===== src/rtl/counter_sequencer_pkg.sv =====
// Shared types and constants for the LED counter sequencer.
package counter_seq_pkg;

  typedef enum logic [1:0] {
    IDLE,
    RUN,
    PAUSE
  } state_t;

  localparam logic [1:0] SPD_X1 = 2'd0;
  localparam logic [1:0] SPD_X2 = 2'd1;
  localparam logic [1:0] SPD_X4 = 2'd2;
  localparam logic [1:0] SPD_X8 = 2'd3;

  localparam int unsigned COUNT_W = 4;

endpackage


===== src/rtl/counter_sequencer_tick_prescaler.sv =====
// Step prescaler: counts enabled cycles and flags a due step once value reaches limit-1.
module tick_prescaler #(
  parameter int unsigned PRESC_W = 28
) (
  input  logic               clk_i,
  input  logic               rst_i,
  input  logic               en_i,
  input  logic               clr_i,
  input  logic [PRESC_W-1:0] limit_i,
  output logic               due_o,
  output logic [PRESC_W-1:0] value_o
);

  logic [PRESC_W-1:0] value_q, value_d;

  // >= rather than == so a limit that shrinks below the current value steps at once
  always_comb begin
    due_o = en_i && (value_q >= (limit_i - PRESC_W'(1)));
  end

  always_comb begin
    value_d = value_q;
    if (clr_i) begin
      value_d = '0;
    end else if (due_o) begin
      value_d = '0;
    end else if (en_i) begin
      value_d = value_q + PRESC_W'(1);
    end
  end

  always_ff @(posedge clk_i) begin
    if (rst_i) begin
      value_q <= '0;
    end else begin
      value_q <= value_d;
    end
  end

  assign value_o = value_q;

endmodule


===== src/rtl/counter_sequencer.sv =====
// Run/pause/clear sequencer for the 4-bit LED counter with an in_clk tick enable.
// Optional rate select on `speed` when COUNTER_SEQ_SPEED_SEL_EN is defined.
module counter_sequencer
  import counter_seq_pkg::*;
#(
  parameter int unsigned DIVISOR = 125000000,
  parameter int unsigned PRESC_W = 28
) (
  input  logic               in_clk,
  input  logic               rst,
  input  logic               start,
  input  logic               stop,
  input  logic               clear,
  input  logic               dir,
`ifdef COUNTER_SEQ_SPEED_SEL_EN
  input  logic [1:0]         speed,
`endif
  output logic [COUNT_W-1:0] count,
  output logic               tick,
  output logic               wrap,
  output logic               running
);

  localparam logic [PRESC_W-1:0] DIV_L = PRESC_W'(DIVISOR);

  state_t             state_q, state_d;
  logic [COUNT_W-1:0] count_q, count_d;
  logic               tick_q, tick_d;
  logic               wrap_q, wrap_d;
  logic               running_q, running_d;
  logic [PRESC_W-1:0] limit;
  logic [PRESC_W-1:0] presc_val;
  logic               presc_en;
  logic               due;

`ifdef COUNTER_SEQ_SPEED_SEL_EN
  logic [PRESC_W-1:0] limit_shifted;
  // A shift that underflows to zero is treated as one step per cycle
  assign limit_shifted = DIV_L >> speed;
  assign limit = (limit_shifted == '0) ? PRESC_W'(1) : limit_shifted;
`else
  assign limit = DIV_L;
`endif

  // Stop or clear in the same cycle freeze the prescaler, so a due step is dropped
  assign presc_en = (state_q == RUN) && !stop && !clear;

  tick_prescaler #(
    .PRESC_W (PRESC_W)
  ) u_presc (
    .clk_i   (in_clk),
    .rst_i   (rst),
    .en_i    (presc_en),
    .clr_i   (clear),
    .limit_i (limit),
    .due_o   (due),
    .value_o (presc_val)
  );

  always_ff @(posedge in_clk) begin
    if (rst) begin
      state_q <= IDLE;
    end else begin
      state_q <= state_d;
    end
  end

  always_comb begin
    state_d = state_q;
    if (clear) begin
      state_d = IDLE;
    end else begin
      unique case (state_q)
        IDLE:    if (start && !stop) state_d = RUN;
        RUN:     if (stop)           state_d = PAUSE;
        PAUSE:   if (start && !stop) state_d = RUN;
        default: state_d = IDLE;
      endcase
    end
  end

  always_comb begin
    count_d   = count_q;
    tick_d    = 1'b0;
    wrap_d    = 1'b0;
    running_d = (state_d == RUN);
    if (clear) begin
      count_d = '0;
    end else if (due) begin
      tick_d = 1'b1;
      if (!dir) begin
        count_d = count_q + COUNT_W'(1);
        wrap_d  = (count_q == '1);
      end else begin
        count_d = count_q - COUNT_W'(1);
        wrap_d  = (count_q == '0);
      end
    end
  end

  always_ff @(posedge in_clk) begin
    if (rst) begin
      count_q   <= '0;
      tick_q    <= 1'b0;
      wrap_q    <= 1'b0;
      running_q <= 1'b0;
    end else begin
      count_q   <= count_d;
      tick_q    <= tick_d;
      wrap_q    <= wrap_d;
      running_q <= running_d;
    end
  end

  assign count   = count_q;
  assign tick    = tick_q;
  assign wrap    = wrap_q;
  assign running = running_q;

  // IDLE is only entered through reset or clear, both of which zero the prescaler
  a_idle_presc_zero : assert property (@(posedge in_clk) disable iff (rst)
    (state_q != IDLE) || (presc_val == '0));

endmodule


===== config.mk =====
export PLATFORM = sky130hd
export DESIGN_NAME = counter_sequencer
export DESIGN_NICKNAME = d
export VERILOG_FILES = /design/src/rtl/counter_sequencer_pkg.sv /design/src/rtl/counter_sequencer_tick_prescaler.sv /design/src/rtl/counter_sequencer.sv
export SDC_FILE = /design/constraint.sdc
export NUM_CORES = 1
export LEC_CHECK = 0
export ABC_CLOCK_PERIOD_IN_PS = 2100
export CAP_MARGIN = 40
export CORE_UTILIZATION = 55
export CTS_BUF_LIST = sky130_fd_sc_hd__clkbuf_8 sky130_fd_sc_hd__clkbuf_16
export CTS_CLUSTER_DIAMETER = 150
export DETAILED_ROUTE_END_ITERATION = 12
export PLACE_DENSITY = 0.77
export SYNTH_ARGS = -nofsm -noshare
export SYNTH_HDL_FRONTEND = slang
export SYNTH_SLANG_ARGS = --single-unit
export TNS_END_PERCENT = 50

===== constraint.sdc =====
create_clock -name in_clk -period 2.1 [get_ports in_clk]
set_clock_uncertainty 0.1 [all_clocks]
set_input_delay 0.42 -clock in_clk [delete_from_list [all_inputs] [get_ports in_clk]]
set_output_delay 0.42 -clock in_clk [all_outputs]
set_load 0.02 [all_outputs]

# Word-level counts from Yosys, hierarchy flattened

Cells that the tools add are included.

Memory bits (writable): 0
ROM bits: 0
Memories kept: 0
Bits in latches: 0
Register bits after elaboration: 37
Output and inout port bits: 7
Logic and storage cells: 34

$mul: 0
Shift-type cells: 0
Divide/modulo/power cells: 0
Equal/unequal tests: 4
Bitwise operators: 1
Muxes and demuxes: 7
Add/subtract/negate cells: 3
Reductions and logical operators: 12
Order comparisons: 1

Operators with widths:

| cell                                                                                  | number |
|---|---|
| 28-bit by 1-bit adder with 28-bit output, second input constant                       | 1 |
| 28-bit by 27-bit greater-or-equal comparator with 1-bit output, second input constant | 1 |
| 2-bit two-way mux                                                                     | 3 |
| 3-bit OR reduction                                                                    | 2 |
| 4-bit by 1-bit adder with 4-bit output, second input constant                         | 1 |
| 2-bit by 1-bit == test with 1-bit output, second input constant                       | 2 |
| 4-bit == test, second input constant                                                  | 1 |
| 1-bit logical AND                                                                     | 4 |
| 4-bit logical NOT                                                                     | 1 |
| 4-bit two-way mux                                                                     | 1 |
| 2-bit one-hot mux with 2 select lines                                                 | 1 |
| 2-bit OR reduction                                                                    | 2 |
| 4-bit by 1-bit subtractor with 4-bit output, second input constant                    | 1 |
| 2-bit == test, second input constant                                                  | 1 |
| 1-bit logical NOT                                                                     | 2 |
| 2-bit logical NOT                                                                     | 1 |
| 1-bit two-way mux                                                                     | 2 |
| 1-bit inverter                                                                        | 1 |

# Logic depth before layout (Yosys ltp)

Gate-level depths: netlist (run 1).

Depth in word-level cells: 6
Mapped depth: 7
Depth with buffers taken out: 6

# By module

Synthesis (run 1) repeated with hierarchy kept, for this count alone.

Cell total of the unflattened synthesis: 330
Area total of the unflattened synthesis: 2,777.7 um^2

Modules (own cells, without submodules):

| module            | cells an instance | area each (um^2) | times used |
|---|---|---|---|
| tick_prescaler    | 278               | 2,318.5          | 1 |
| counter_sequencer | 52                | 459.2            | 1 |

# Worst setup path after synthesis (run 1)

Ideal clock, no wire load.

Kind: reg2reg
Start: register count_q[1], in the netlist count[1]
End: register count_q[3], in the netlist count[3]
Path slack: 0.319 ns
Clock period less this slack: 1.781 ns
Stages on the path, launching flop included: 7
Data arrival time: 1.607 ns
Library setup time: 0.074 ns
Cells stage by stage: dfxtp_1 -> ha_1 -> a21o_1 -> a21oi_1 -> xnor2_1 -> a2111o_1 -> o21ai_0

Longest elaborated chain between the ends: 2
Elaborated cells on any way between the ends: 3

RTL lines:

| item                                                                                                  | line                                             | RTL |
|---|---|---|
| start: declaration                                                                                    | counter_sequencer.sv:27                          | `logic [COUNT_W-1:0] count_q, count_d;` |
| start signal: assignment                                                                              | counter_sequencer.sv:108                         | `count_q <= count_d;` |
| 4-bit by 1-bit adder with 4-bit output or 4-bit by 1-bit subtractor with 4-bit output (tied branches) | counter_sequencer.sv:92, counter_sequencer.sv:95 |  |
| 4-bit two-way mux *                                                                                   | counter_sequencer.sv:91                          | `if (!dir) begin` |

Every way passes the cells marked *; elsewhere a longest branch is shown, timed or not.
A chain may end at the register's enable or synchronous reset.

# Worst setup path after layout (run 1)

Start: input dir
End: register count_q[3], in the netlist count[3]

Longest elaborated chain between the ends: 1

RTL lines:

| item               | line                    | RTL |
|---|---|---|
| start: declaration | counter_sequencer.sv:14 | `input logic dir,` |
| 4-bit two-way mux  | counter_sequencer.sv:91 |  |

No other way between the ends.

==> results of run 1 <==
where the power goes:
part	total [mW]	leakage (nW)	internal, mW	switching (mW)
clock network	0.452	0.0519	0.221	0.232
logic	0.0585	0.472	0.0308	0.0277
registers	0.704	0.298	0.703	0.00139
cell usage in the layout, fill, tap and decap left out, types with 3 or more instances in the layout:
cell	netlist	layout
dfxtp_1	37	37
nor2_2	10	10
inv_1	8	11
nand3_1	6	6
nor2_1	30	30
ha_1	3	3
xnor2_1	23	23
clkdlybuf4s50_1	0	10
clkbuf_8	0	5
o21ai_0	3	3
nor3_1	10	10
xor2_1	5	5
nand2_1	10	10
buf_4	0	15
nor4_2	3	3
nand4_1	4	4
a21oi_1	7	7
worst register-to-register path, cell delays in order, from the launching register on:
cell and delay, ps:
dfxtp_1 360, or4_1 540, a31o_2 270, and3_2 240, o311a_1 300
cell families (layout without fill, tap and decap cells):
group / count (synthesis) / in the layout
AOI/OAI and AO/OA: 23 / 23
xor gates and xnor gates: 28 / 28
adders and majority gates: 4 / 4
buffers and inverters: 14 / 45
DFF: 37 / 37
muxes: 1 / 1
and+or+nand+nor: 99 / 99
Yosys cell counts (2+ instances only):
cell type,n,area share
nand2_1,10,0.019
clkbuf_1,2,0.0039
nor3_1,10,0.026
and4_2,2,0.010
and3_1,3,0.0097
nor4_2,3,0.019
nand3_2,3,0.016
ha_1,3,0.019
o311a_1,2,0.010
nor2_2,10,0.032
or2_2,2,0.0065
nand4_1,4,0.013
a21oi_1,7,0.018
nor4_1,2,0.0065
dfxtp_1,37,0.38
buf_6,3,0.017
inv_1,8,0.016
a211oi_1,2,0.0078
xnor2_1,23,0.10
o21ai_0,3,0.0078
xor2_1,5,0.023
a2111oi_0,2,0.0091
nand4_4,2,0.022
nand3_1,6,0.016
nor2_1,30,0.058
sequential cells by signal, indices dropped and copies added (netlist names):
register	flops
count	4
running	1
state_q	2
tick	1
u_presc.value_o	28
wrap	1
path summary, 6_finish.rpt:
| kind | endpoint |
|---|---|
| max reg2reg | count[1] |
| min reg2reg | u_presc.value_o[26] |
| min | state_q[0] |
| max | count[3] |
metal layers:
metal | wire length [um] | track usage
met5 | 0 | 0
met4 | 45 | 0.0844
met3 | 139 | 0.0651
met2 | 1950 | 0.402
met1 | 1590 | 0.252
cell type report:
cell class / instances / area, um^2 / share of cell area
Sequential cell: 37 / 741 / 0.320
Multi-Input combinational cell: 155 / 1130 / 0.487
Clock inverter: 3 / 11.3 / 0.00487
Timing Repair Buffer: 29 / 278 / 0.120
Clock buffer: 5 / 68.8 / 0.0298
Inverter: 8 / 30.0 / 0.0130
Tap cell: 46 / 57.6 / 0.0249
what timing repair did:
| action | in CTS | in global routing |
|---|---|---|
| setup buffers | 0 | 0 |
| endpoints found under the setup margin | 0 | 2 |
| resized for setup | 0 | 4 |
| endpoints found under the hold margin | 0 | 0 |
==> flow_metrics.tcl, run 1 <==
set metrics [dict create \
    tns_ps 0 \
    r2r_cells 4 \
    end_kind "register" \
    hold_path_class "input port to register" \
    placed_area_um2 2220 \
    die_h_um 61.3 \
    grt.total_usage 0.225 \
    synthXorXnorAreaFrac 0.127 \
    io_pins 13 \
    fin_hold_ws_ps 403 \
    final.period_utilization 0.924 \
    synth_top_family_by_area "simple AND/OR/NAND/NOR gates" \
    overflow 0 \
    fin_util 0.688 \
    place_ws_ps -275 \
    syn_area_um2 1930 \
    nets 246 \
    slew_viol_final 0 \
    p_per_area_nw_per_um2 526 \
    synth_nets 216 \
    start_kind "input port" \
    fp.dieW_um 61.3 \
    start_util 0.575 \
    rsz0062_at_grt "false" \
    rrSetupSlack_ps 190 \
    yosysSeqAreaShare 0.383 \
    dp.cells 275 \
    max_stage_delay_ps 420 \
    cp_slowest_cell "clkdlybuf4s50_1" \
    synthSimpleGateAreaFrac 0.329 \
    synth_compound_area_frac 0.0867 \
    cts_tree "built" \
    clock.fmax_ghz 0.515 \
    grt_first_pass_wirelength_um 6130 \
    final_area_um2 2310 \
    core.rowCount 21 \
    cts_root_buffer "clkbuf_8" \
    antenna_found_initial 0 \
    diodes 0 \
    fillerInstances 269 \
    crit_buf_inv 2 \
    synth.avg_cell_area_um2 9.39 \
    p_total_mw 1.22 \
    crit_type "input port to register" \
    grt_start_max_net_pins 17 \
    core_area_um2 3360 \
    yosys_warnings 0 \
    synthFlopType "dfxtp_1" \
    arrival_ps 2060 \
    synth-seq-cells 37 \
    irDropWorstVdd_v 0.000472 \
    gp_congestion 0.824 \
    worst_slack_ps 159 \
    synth_mux_area_frac 0.00517 \
    viasPerCell 5.42 \
    drt-initial-drc-count 40 \
    cts.sinks 37 \
    setup_viol 0 \
    rr_startpoint "u_presc.value_o[7]" \
    cp_top_family "compound AO/OA/AOI/OAI gates" \
    vias 1533 \
    area_growth_pct 19.5 \
    critPathLaunch "dir" \
    status "complete, no violations" \
    hold_start "stop" \
    slew_headroom 0.732 \
    die-area_um2 3760 \
    cp.depth 7 \
    clockBufferDepth 2 \
    hpwl_um 2840 \
    cp_max_fo 4 \
    wl_per_cell_um 13.2 \
    hold_viol_final 0 \
    hold_path_depth 3 \
    stdcell_count 283 \
    clkLatencyLatePin_ps 290 \
    netlist_instances 206 \
    tightest_slew_ps 400 \
    synth-edff-count 0 \
    synth-adder-area-share 0.0298 \
    layout-drive-gt1-share 0.232 \
    power_leakage_nw 0.822 \
    holdBufCountCts 0 \
    dr.pass1.iters 4 \
    cts_inserted_buffers 5 \
    finalWirelength_um 3730 \
    io_buffers 12 \
    crit_path_cell_trace "clkdlybuf4s50_1 -> buf_4 -> ha_1 -> a21oi_1 -> xnor2_1 -> a2111o_1 -> o21ai_0" \
    cp.required_ps 2220 \
    maxCapViolations 0 \
    drc 0 \
    min_period_ps 1940 \
    ys_types 47 \
    antenna_left 0 \
    clkTransAtPathRegs_ps 70 \
    ys_async_sr_fraction 0 \
    htreeDepth 2 \
    grt_pass1_vias 1461 \
]
Power figures use the tool's default switching activity.
==> run 2, diff against run 1 <==
--- a/config.mk
+++ b/config.mk
@@ -11,6 +11,8 @@
 export CTS_BUF_LIST = sky130_fd_sc_hd__clkbuf_8 sky130_fd_sc_hd__clkbuf_16
 export CTS_CLUSTER_DIAMETER = 150
 export DETAILED_ROUTE_END_ITERATION = 12
+export GPL_TIMING_DRIVEN = 0
+export HOLD_SLACK_MARGIN = 0.03
 export PLACE_DENSITY = 0.77
 export SYNTH_ARGS = -nofsm -noshare
 export SYNTH_HDL_FRONTEND = slang
==> run 2 against run 1 <==
Via count is 2.7% higher. Sequential cell count is the same. Die area did not move. Sequential share of layout area is 0.21 points higher. First-iteration DRC count up 95%. Count of clock-buffer cells in the layout rose by 2. Clock power is 19% higher. Routed wire length rose by 6.6%. Critical path depth grew 1. Total power is 6.5% higher. Sequential power hardly changed. Critical path type unchanged. Critical endpoint is now u_presc.value_o[23]. Largest cell class unchanged. Highest routed layer unchanged.
==> flow_metrics.tcl, run 2 (synthesized netlist as in run 1, its figures left out) <==
set metrics [dict create \
    cp-endpoint "u_presc.value_o[23]" \
    overflow 0 \
    io_pins 13 \
    gp_congestion 0.868 \
    wl_per_cell_um 14.1 \
    start_kind "input port" \
    timing.rr.end "u_presc.value_o[3]" \
    hpwl_um 2770 \
    internal_power_mw 1.02 \
    place_ws_ps -403 \
    multiInputGateArea_um2 1140 \
    grt.total_usage 0.249 \
    dr.pass1.iters 4 \
    core_area_um2 3360 \
    p_per_area_nw_per_um2 563 \
    arrival_ps 2140 \
    setup_viol 0 \
    holdBufCountCts 0 \
    r2r_cells 6 \
    power_leakage_nw 0.791 \
    clock.fmax_ghz 0.486 \
    crit_type "input port to register" \
    end_kind "register" \
    drc 0 \
    irDropWorstVdd_v 0.000420 \
    fin_util 0.683 \
    cts_root_buffer "clkbuf_8" \
    final.period_utilization 0.979 \
    hold_viol_final 0 \
    hold_path_class "register to register" \
    worst_slack_ps 43.5 \
    maxCapViolations 0 \
    rrSetupSlack_ps 160 \
    slew_headroom 0.671 \
    vias 1575 \
    viasPerCell 5.60 \
    grt_pass1_vias 1524 \
    cp_max_fo 10 \
    cts.sinks 37 \
    fillerInstances 290 \
    area_growth_pct 18.8 \
    largest_reg_flops 28 \
    p_sw_frac 0.210 \
    grt_start_max_net_pins 12 \
    rr_startpoint "u_presc.value_o[18]" \
    nets 244 \
    critPathLaunch "clear" \
    slew_viol_final 0 \
    die-area_um2 3760 \
    cts_tree "built" \
    p_total_mw 1.29 \
    diodes 0 \
    final_common_cell "dfxtp_1" \
    htreeDepth 2 \
    combPwrFrac 0.039 \
    status "complete, no violations" \
    antenna_left 0 \
    die_h_um 61.3 \
    fp.dieW_um 61.3 \
    cts_inserted_buffers 5 \
    clockBufferDepth 2 \
    pwr-share-clk 0.417 \
    core.rowCount 21 \
    switchingPower_uw 272 \
    min_period_ps 2060 \
    io_buffers 12 \
    cp.required_ps 2190 \
    clkLatencyLatePin_ps 290 \
    start_util 0.575 \
    grt_first_pass_wirelength_um 6680 \
    layout_common_cells "dfxtp_1 (37), nor2_1 (30), xnor2_1 (23)" \
    tightest_slew_ps 494 \
    regArea_um2 741 \
    finalWirelength_um 3970 \
    clkTransAtPathRegs_ps 70 \
    antenna_found_initial 0 \
    p_seq_frac 0.544 \
    drt-initial-drc-count 78 \
    layout-drive-gt1-share 0.234 \
]
-- run 2: cell count changes in the layout (fill, tap and decap cells not counted), sizes merged --
cell,change
nand4,+1
dlymetal6s2s,-2
inv,-3
clkbuf,+5
buf,-6
clkinv,+1
clkdlybuf4s50,+1
dlygate4sd2,+1
-- run 2: power by group through the flow --
stage / Combinational [mW] / Sequential, mW / Clock (mW)
2_1_floorplan: 0.0256 / 0.721 / 0
3_3_place_gp: 0.0455 / 0.720 / 0
3_5_place_dp: 0.0474 / 0.720 / 0
4_1_cts: 0.0480 / 0.704 / 0.552
5_1_grt: 0.0556 / 0.704 / 0.589
6_report: 0.0504 / 0.704 / 0.539
-- run 2: layout make-up --
class,count,area share
clock buffers,7,0.0419
multi-input cells,156,0.496
clock inverters,1,0.00218
plain buffers,6,0.0212
well taps,46,0.0251
flip-flops and latches,37,0.322
repair buffers,20,0.0779
inverters,8,0.0131
-- run 2: how the worst min path moves through the flow --
| stage | from | endpoint | slack (ps) | cells after the start |
|---|---|---|---|---|
| after floorplan | u_presc.value_o[26] | u_presc.value_o[26] | 330 | 2 |
| after global placement | u_presc.value_o[26] | u_presc.value_o[26] | 350 | 2 |
| after detailed placement | u_presc.value_o[26] | u_presc.value_o[26] | 360 | 2 |
| after CTS | u_presc.value_o[26] | u_presc.value_o[26] | 380 | 2 |
| after global routing | u_presc.value_o[26] | u_presc.value_o[26] | 410 | 2 |
| final | u_presc.value_o[26] | u_presc.value_o[26] | 380 | 2 |
-- run 2: critical path, cell delays in order --
cell	delay (ps)
clkdlybuf4s50_1	470
nor4b_4	300
buf_6	180
nand3_2	70
clkbuf_4	210
nor4_2	270
xnor2_1	170
nor2_2	40
-- run 2: layer usage --
metal | share of wire | vias up | wire length [um] | global-route usage
met5 | 0 | - | 0 | 0
met4 | 0.022 | 0 | 87 | 0.127
met3 | 0.033 | 8 | 132 | 0.0630
met2 | 0.49 | 30 | 1930 | 0.402
met1 | 0.46 | 756 | 1820 | 0.306
li1 | - | 781 | - | -
-- run 2: metrics by stage --
step	TNS (ps)	instance area, um^2	instances	hold slack (ps)
final	0	2300	281	378
after global routing	-1.69	2300	281	413
after CTS	0	2260	278	377
after detailed placement	-9120	2110	264	360
after global placement	-7820	2110	264	345
after floorplan	0	1930	206	331
-- run 2: what timing repair did --
item | in CTS | in global routing
cloned | 1 | 0
pin swaps | 1 | 2
gates resized for setup | 1 | 3
setup endpoints to repair | 10 | 27
setup buffers | 5 | 3
